==> src/rtl/ram8_arbiter_if.sv <==
// Requester/RAM bundle for ram8_arbiter.
// It carries two request ports, the response signals and the ram8 pin group.
// The slave modport is the arbiter's view. The master modport is the
// requester and RAM side.
interface ram8_arbiter_if #(
  parameter int WIDTH = 16,
  parameter int AW    = 3
);
  logic             req0, we0, ack0;
  logic [AW-1:0]    addr0;
  logic [WIDTH-1:0] wdata0;
  logic             req1, we1, ack1;
  logic [AW-1:0]    addr1;
  logic [WIDTH-1:0] wdata1;
  logic [WIDTH-1:0] rdata;
  logic             busy;
  logic [WIDTH-1:0] ram_in;
  logic             ram_load;
  logic [AW-1:0]    ram_address;
  logic [WIDTH-1:0] ram_out;

  modport slave (
    input  req0, we0, addr0, wdata0, req1, we1, addr1, wdata1, ram_out,
    output ack0, ack1, rdata, busy, ram_in, ram_load, ram_address
  );

  modport master (
    output req0, we0, addr0, wdata0, req1, we1, addr1, wdata1, ram_out,
    input  ack0, ack1, rdata, busy, ram_in, ram_load, ram_address
  );
endinterface

==> src/rtl/ram8_arbiter.sv <==
// Two-port round-robin arbiter/sequencer in front of a single ram8.
// Each transaction runs IDLE -> ACCESS -> RESP, and every output is registered.
// A write returns the pre-write word in rdata, which makes it read-before-write.
// Optional: define RAM8_ARB_FIXED_PRIO_EN to make port 0 win every tie.
module ram8_arbiter #(
  parameter int WIDTH = 16,
  parameter int AW    = 3
) (
  input  logic          clk,
  input  logic          reset,
  ram8_arbiter_if.slave bus
);
  typedef enum logic [1:0] {IDLE, ACCESS, RESP} state_t;

  state_t           state_q, state_d;
  logic             last_grant_q, last_grant_d;
  logic             grant_q, grant_d;
  logic             ack0_q, ack0_d, ack1_q, ack1_d;
  logic             busy_q, busy_d;
  logic [WIDTH-1:0] rdata_q, rdata_d;
  logic [WIDTH-1:0] ram_in_q, ram_in_d;
  logic             ram_load_q, ram_load_d;
  logic [AW-1:0]    ram_address_q, ram_address_d;

  // Next-state and next-output logic. Requests are looked at only in IDLE.
  always_comb begin
    logic win;
    win           = 1'b0;
    state_d       = state_q;
    last_grant_d  = last_grant_q;
    grant_d       = grant_q;
    ack0_d        = ack0_q;
    ack1_d        = ack1_q;
    busy_d        = busy_q;
    rdata_d       = rdata_q;
    ram_in_d      = ram_in_q;
    ram_load_d    = ram_load_q;
    ram_address_d = ram_address_q;
    case (state_q)
      IDLE: begin
        if (bus.req0 || bus.req1) begin
`ifdef RAM8_ARB_FIXED_PRIO_EN
          win = !bus.req0;
`else
          // On a tie, the port that did not win last time goes first.
          win = (bus.req0 && bus.req1) ? !last_grant_q : bus.req1;
`endif
          state_d       = ACCESS;
          busy_d        = 1'b1;
          last_grant_d  = win;
          grant_d       = win;
          ram_address_d = win ? bus.addr1  : bus.addr0;
          ram_in_d      = win ? bus.wdata1 : bus.wdata0;
          ram_load_d    = win ? bus.we1    : bus.we0;
        end
      end
      ACCESS: begin
        // The ram8 commits the write on this same edge.
        // rdata therefore captures the old contents.
        rdata_d    = bus.ram_out;
        ram_load_d = 1'b0;
        ack0_d     = !grant_q;
        ack1_d     = grant_q;
        state_d    = RESP;
      end
      RESP: begin
        ack0_d  = 1'b0;
        ack1_d  = 1'b0;
        busy_d  = 1'b0;
        state_d = IDLE;
      end
      default: state_d = IDLE;
    endcase
  end

  // State and output registers. last_grant resets to 1 so port 0 wins the first tie.
  always_ff @(posedge clk or posedge reset) begin
    if (reset) begin
      state_q       <= IDLE;
      last_grant_q  <= 1'b1;
      grant_q       <= 1'b0;
      ack0_q        <= 1'b0;
      ack1_q        <= 1'b0;
      busy_q        <= 1'b0;
      rdata_q       <= '0;
      ram_in_q      <= '0;
      ram_load_q    <= 1'b0;
      ram_address_q <= '0;
    end else begin
      state_q       <= state_d;
      last_grant_q  <= last_grant_d;
      grant_q       <= grant_d;
      ack0_q        <= ack0_d;
      ack1_q        <= ack1_d;
      busy_q        <= busy_d;
      rdata_q       <= rdata_d;
      ram_in_q      <= ram_in_d;
      ram_load_q    <= ram_load_d;
      ram_address_q <= ram_address_d;
    end
  end

  assign bus.ack0        = ack0_q;
  assign bus.ack1        = ack1_q;
  assign bus.busy        = busy_q;
  assign bus.rdata       = rdata_q;
  assign bus.ram_in      = ram_in_q;
  assign bus.ram_load    = ram_load_q;
  assign bus.ram_address = ram_address_q;
endmodule

==> src/flat_wrapper.sv <==
// flat-port wrapper written by rule: the top's interface ports become plain ports
module ram8_arbiter_flat 
#(
  parameter int WIDTH = 16,
  parameter int AW    = 3
)
  (clk, reset, bus_req0, bus_we0, bus_addr0, bus_wdata0, bus_req1, bus_we1, bus_addr1, bus_wdata1, bus_ram_out, bus_ack0, bus_ack1, bus_rdata, bus_busy, bus_ram_in, bus_ram_load, bus_ram_address);
  ram8_arbiter_if #(.WIDTH(WIDTH), .AW(AW)) bus_i ();
  input  logic clk;
  input  logic reset;
  input wire logic [$bits(bus_i.req0)-1:0] bus_req0;
  input wire logic [$bits(bus_i.we0)-1:0] bus_we0;
  input wire logic [$bits(bus_i.addr0)-1:0] bus_addr0;
  input wire logic [$bits(bus_i.wdata0)-1:0] bus_wdata0;
  input wire logic [$bits(bus_i.req1)-1:0] bus_req1;
  input wire logic [$bits(bus_i.we1)-1:0] bus_we1;
  input wire logic [$bits(bus_i.addr1)-1:0] bus_addr1;
  input wire logic [$bits(bus_i.wdata1)-1:0] bus_wdata1;
  input wire logic [$bits(bus_i.ram_out)-1:0] bus_ram_out;
  output wire logic [$bits(bus_i.ack0)-1:0] bus_ack0;
  output wire logic [$bits(bus_i.ack1)-1:0] bus_ack1;
  output wire logic [$bits(bus_i.rdata)-1:0] bus_rdata;
  output wire logic [$bits(bus_i.busy)-1:0] bus_busy;
  output wire logic [$bits(bus_i.ram_in)-1:0] bus_ram_in;
  output wire logic [$bits(bus_i.ram_load)-1:0] bus_ram_load;
  output wire logic [$bits(bus_i.ram_address)-1:0] bus_ram_address;
  assign bus_i.req0 = bus_req0;
  assign bus_i.we0 = bus_we0;
  assign bus_i.addr0 = bus_addr0;
  assign bus_i.wdata0 = bus_wdata0;
  assign bus_i.req1 = bus_req1;
  assign bus_i.we1 = bus_we1;
  assign bus_i.addr1 = bus_addr1;
  assign bus_i.wdata1 = bus_wdata1;
  assign bus_i.ram_out = bus_ram_out;
  assign bus_ack0 = bus_i.ack0;
  assign bus_ack1 = bus_i.ack1;
  assign bus_rdata = bus_i.rdata;
  assign bus_busy = bus_i.busy;
  assign bus_ram_in = bus_i.ram_in;
  assign bus_ram_load = bus_i.ram_load;
  assign bus_ram_address = bus_i.ram_address;
  ram8_arbiter #(.WIDTH(WIDTH), .AW(AW)) u_core (.clk(clk), .reset(reset), .bus(bus_i));
endmodule
==> config.mk <==
export PLATFORM = sky130hd
export DESIGN_NAME = ram8_arbiter_flat
export DESIGN_NICKNAME = d
export VERILOG_FILES = /design/src/rtl/ram8_arbiter_if.sv /design/src/rtl/ram8_arbiter.sv /design/src/flat_wrapper.sv
export SDC_FILE = /design/constraint.sdc
export NUM_CORES = 1
export LEC_CHECK = 0
export CAP_MARGIN = 20
export CORE_MARGIN = 2
export CORE_UTILIZATION = 50
export CTS_BUF_LIST = sky130_fd_sc_hd__clkbuf_16
export CTS_CLUSTER_DIAMETER = 80
export CTS_CLUSTER_SIZE = 25
export DETAILED_ROUTE_END_ITERATION = 7
export DONT_BUFFER_PORTS = 1
export PLACE_DENSITY = 0.71
export SLEW_MARGIN = 20
export SYNTH_ARGS = -nofsm -noshare
export SYNTH_HDL_FRONTEND = slang
export SYNTH_SLANG_ARGS = --single-unit
export TNS_END_PERCENT = 5
==> constraint.sdc <==
create_clock -name clk -period 2.1 [get_ports clk]
set_input_delay 0.21 -clock clk [delete_from_list [all_inputs] [get_ports clk]]
set_output_delay 0.21 -clock clk [all_outputs]
set_load 0.01 [all_outputs]
Word-level counts from Yosys, hierarchy flattened. Index checks and enable logic that the tools add are counted.

Bits of input ports: 60. Register bits after elaboration: 43.

Muxes and demuxes: 12. Reduce and logical (&&, ||, !) cells: 11. Equal/unequal tests: 3.

Operators with widths (count): $mux W16 (1); $pmux W1 S2 (4); $reduce_and A2 Y1 (3); $reduce_bool A2 Y1 (3); $mux W1 (4); $pmux W2 S2 (1); $mux W3 (1); $eq A2 B1 Y1 const B (1); $eq A2 B2 Y1 const B (1); $logic_not A1 Y1 (2); $logic_not A2 Y1 (1); $mux W2 (1); $ne A2 B1 Y1 const B (1); $logic_and A1 B1 Y1 (1); $logic_or A1 B1 Y1 (1).

Logic depth before layout (Yosys ltp).
Word-level depth: 5. Depth in mapped cells: 6.

Worst setup path before layout. Ideal clock, no wire load.

Kind: register -> register. From: register u_core.state_q[1]. To: register u_core.rdata_q[0], in the netlist u_core.bus.rdata[0]. Required time: 1975 ps. Stages on the path, launching flop included: 6. Setup slack: 642 ps. Arrival time: 1333 ps. Path buffers: 2. Cell sequence: dfrtp_1 > inv_1 > ha_1 > buf_2 > buf_2 > mux2_2.

Cells in the longest elaborated chain, start to end: 1.

RTL lines: start, declared (RTL line ram8_arbiter.sv:15) `state_t state_q, state_d;`; start signal, assigned (RTL line ram8_arbiter.sv:90) `state_q <= state_d;`; $eq A2 B1 Y1 (RTL line ram8_arbiter.sv:39) `case (state_q)`; end signal, assigned (RTL line ram8_arbiter.sv:96) `rdata_q <= rdata_d;`; end, declared (RTL line ram8_arbiter.sv:20) `logic [WIDTH-1:0] rdata_q, rdata_d;`.

No other way between the ends. A chain may end at the register's enable or synchronous reset.

Final worst setup path.
From: register u_core.state_q[0]. To: register u_core.ram_in_q[11], in the netlist u_core.bus.ram_in[11].

Cells in the longest elaborated chain, start to end: 2.

RTL lines: $logic_not A2 Y1 (RTL line ram8_arbiter.sv:39); $reduce_and A2 Y1 (no source line); end signal, assigned (RTL line ram8_arbiter.sv:97) `ram_in_q <= ram_in_d;`; end, declared (RTL line ram8_arbiter.sv:21) `logic [WIDTH-1:0] ram_in_q, ram_in_d;`.

No other way between the ends.

==> run metrics <==
status=completed; slowest stage delay, CP=0.39 ns; post-CTS setup buffer count=0; DRT Pass-1 Iters=4; Critical Path Start Type=register; clk root buf=clkbuf_16; Post-synth ARST share=100%; Reg clk slew, reported paths=0.06 ns; Fmax=651 MHz; io pins=99; H-tree levels=2; Max-Cap Viols=0; critical path buffer and inverter count=2; CTS Buffer Depth=2; GPL Wtd Cong=0.673; die area=0.00427 mm2; post-synthesis instance total=153; worst hold start=bus_req0; crit path launch=u_core.state_q[0]; hold buffer count at CTS=1; Synthesized Nets=between 200 and 250; r2r setup slk=0.56 ns; CP arrival=1.67 ns; total number of yosys warnings=0; top post-synthesis cells by count=42 x dfrtp_1, 21 x nand2_1, 21 x o21ai_1, 20 x mux2i_1, 17 x mux2_2; HPWL Detailed=between 2000 and 3000 um; total overflow reported by the global router=0; first-pass GRT wire length=roughly 5800 um; Area contributors post-synth=dfrtp_1 56%, mux2i_1 11%, mux2_2 10%, o21ai_1 5.6%, nand2_1 4.2%; Via density=5.51; Tmin final=1.54 ns; Clock Skews=0.00496 ns; Reg-to-Reg End=u_core.bus.ram_in[11]; Syn Std Cell Area=0.00188 mm2; I/O Buffers=0; critical path's top delay family=flip-flops; initial antenna violation count=0; area post-placement=0.00194 mm2; CTS tree=built; ANT cells=0; vias in the first global route=1230; reg2reg path depth=6; Tightest Pin Transition=0.805 ns; top cell type's share of synthesized area=55.9%; most common cell in the synthesized netlist=dfrtp_1; WP data required=2.23 ns; routed via count=between 1000 and 1500; Final Core Density=57.4%; # rows=22; detailed-route DRC error count=0; Routed Antenna Nets=0; Critical R2R Launch=u_core.state_q[0]; final setup fails=0; Starting Density=51.8%; PD cells=around 1600 mW/mm2; Die H=65.3 um; CP cell instances=inv_1 -> ha_1 -> o21ai_2 -> buf_12 -> nand2_1 -> o21ai_1; Wirelength per Cell=17.4 um; final hold violation count=0; Slew Viols, Final=0; CTS Buf Count=5; area growth from synthesis to final layout=10.8%; Min-Delay Path Depth=1; Crit Path Category=register to register; GRT Util Overall=18.2%; share of cells above drive strength 1=18.5%; number of gates resized after cts=0; core footprint=roughly 0.0036 mm2; final wirelength=3560 um; Crit-path slowest cell=dfrtp_1; Finished Cell Area=0.00208 mm2; FF+latch count, synth=43; DRT iter0 DRCs=41; critical path capture point type=register; final period utilization=73.1%; Post-synth EDFFs=0; Yosys top cell by area=dfrtp_1; Layout Nets=220; sequential share of the synthesized area=57.3%; synth unique cells=23; worst skew pair latency=about 0.27 ns; Die X=around 65 um; mean post-synth cell area=about 12 um2; Hold EP=u_core.last_grant_q; Most used DFF post-synth=dfrtp_1; Sink Count=43; Slew HR=between 40% and 50%; Worst VDD drop=~0.00086 V; Hold/Removal Path Class=input port to register; Setup TNS=0 ns; largest net degree at the start of global routing=27; RSZ-0062 raised after global routing=false; CP max FO=26; Pleak=0.980 nW
[placed cells by master, fill, tap and decap left out, drive strengths merged]
| cell | netlist | routed |
|---|---|---|
| dfrtp | 42 | 42 |
| inv | 6 | 6 |
| nand2b | 1 | 1 |
| o22ai | 1 | 1 |
| nor2 | 1 | 1 |
| ha | 4 | 4 |
| o21ai | 23 | 23 |
| clkbuf | 2 | 5 |
| nand3 | 1 | 1 |
| clkinv | 0 | 3 |
| mux2i | 20 | 20 |
| buf | 6 | 3 |
| a21oi | 1 | 1 |
| a21bo | 1 | 1 |
| a31oi | 1 | 1 |
| mux2 | 19 | 19 |
| nor3b | 1 | 1 |
| dfstp | 1 | 1 |
| dlygate4sd3 | 0 | 1 |
| nand2 | 21 | 21 |
| o31ai | 1 | 1 |
[worst max path at each step]
stage,depth (start not counted),slack [ns],endpoint
2_1_floorplan,5,0.64,u_core.bus.rdata[0]
3_3_place_gp,6,0.66,u_core.bus.ram_in[11]
3_5_place_dp,6,0.54,u_core.bus.ram_in[11]
4_1_cts,6,0.54,u_core.bus.ram_in[11]
5_1_grt,6,0.44,u_core.bus.ram_in[11]
6_report,6,0.56,u_core.bus.ram_in[11]
[per-layer routing]
metal,up-vias,GRT usage [%],share of wire (%)
met5,-,0,0
met4,0,6.25,1.4
met3,5,6.68,9.3
met2,62,31.1,52
met1,535,20.9,37
li1,528,-,-
[cell type report]
type | instances | area (um2)
Fill cell | 341 | 1550
Sequential cell | 43 | 1080
Multi-Input combinational cell | 96 | 731
Clock buffer | 5 | 125
Tap cell | 48 | 60.1
Timing Repair Buffer | 4 | 57.6
Inverter | 6 | 22.5
Clock inverter | 3 | 11.3
[logic make-up after synthesis]
family | Yosys count | synth area share (%)
compound gates | 28 | 8.52
fa+ha+maj | 4 | 2.66
buf+inv | 14 | 3.86
flops | 43 | 57.3
mux | 39 | 22.0
simple gates | 25 | 5.66
[metrics by stage]
stage	hold WS, ns	total power (W)	instances	worst slack (ns)
finish	0.00597	0.00343	205	0.565
global route	0.00101	0.00368	205	0.439
CTS	0.0000622	0.00348	205	0.543
detailed placement	0.183	0.00277	196	0.535
global placement	0.177	0.00267	196	0.658
floorplan	0.280	0.00249	153	0.642
[where the power goes]
part | internal, W | switching (W)
clock network | 0.000427 | 0.000272
registers | 0.00126 | 0.000464
logic | 0.000506 | 0.000501
[sequential cells by signal, summed over array words and instances, names as in the netlist]
name	flops
u_core.bus.ack1	1
u_core.bus.ram_load	1
u_core.bus.ack0	1
u_core.bus.busy	1
u_core.last_grant_q	1
u_core.bus.ram_in	16
u_core.bus.rdata	16
u_core.bus.ram_address	3
u_core.grant_q	1
u_core.state_q	2
[worst register-to-register path, stage by stage, from the launching register on]
cell and delay [ns]:
dfrtp_1 0.39, inv_1 0.12, ha_1 0.27, o21ai_2 0.25
buf_12 0.24, nand2_1 0.07, o21ai_1 0.05
No activity file was read; power rests on OpenSTA's default activity.
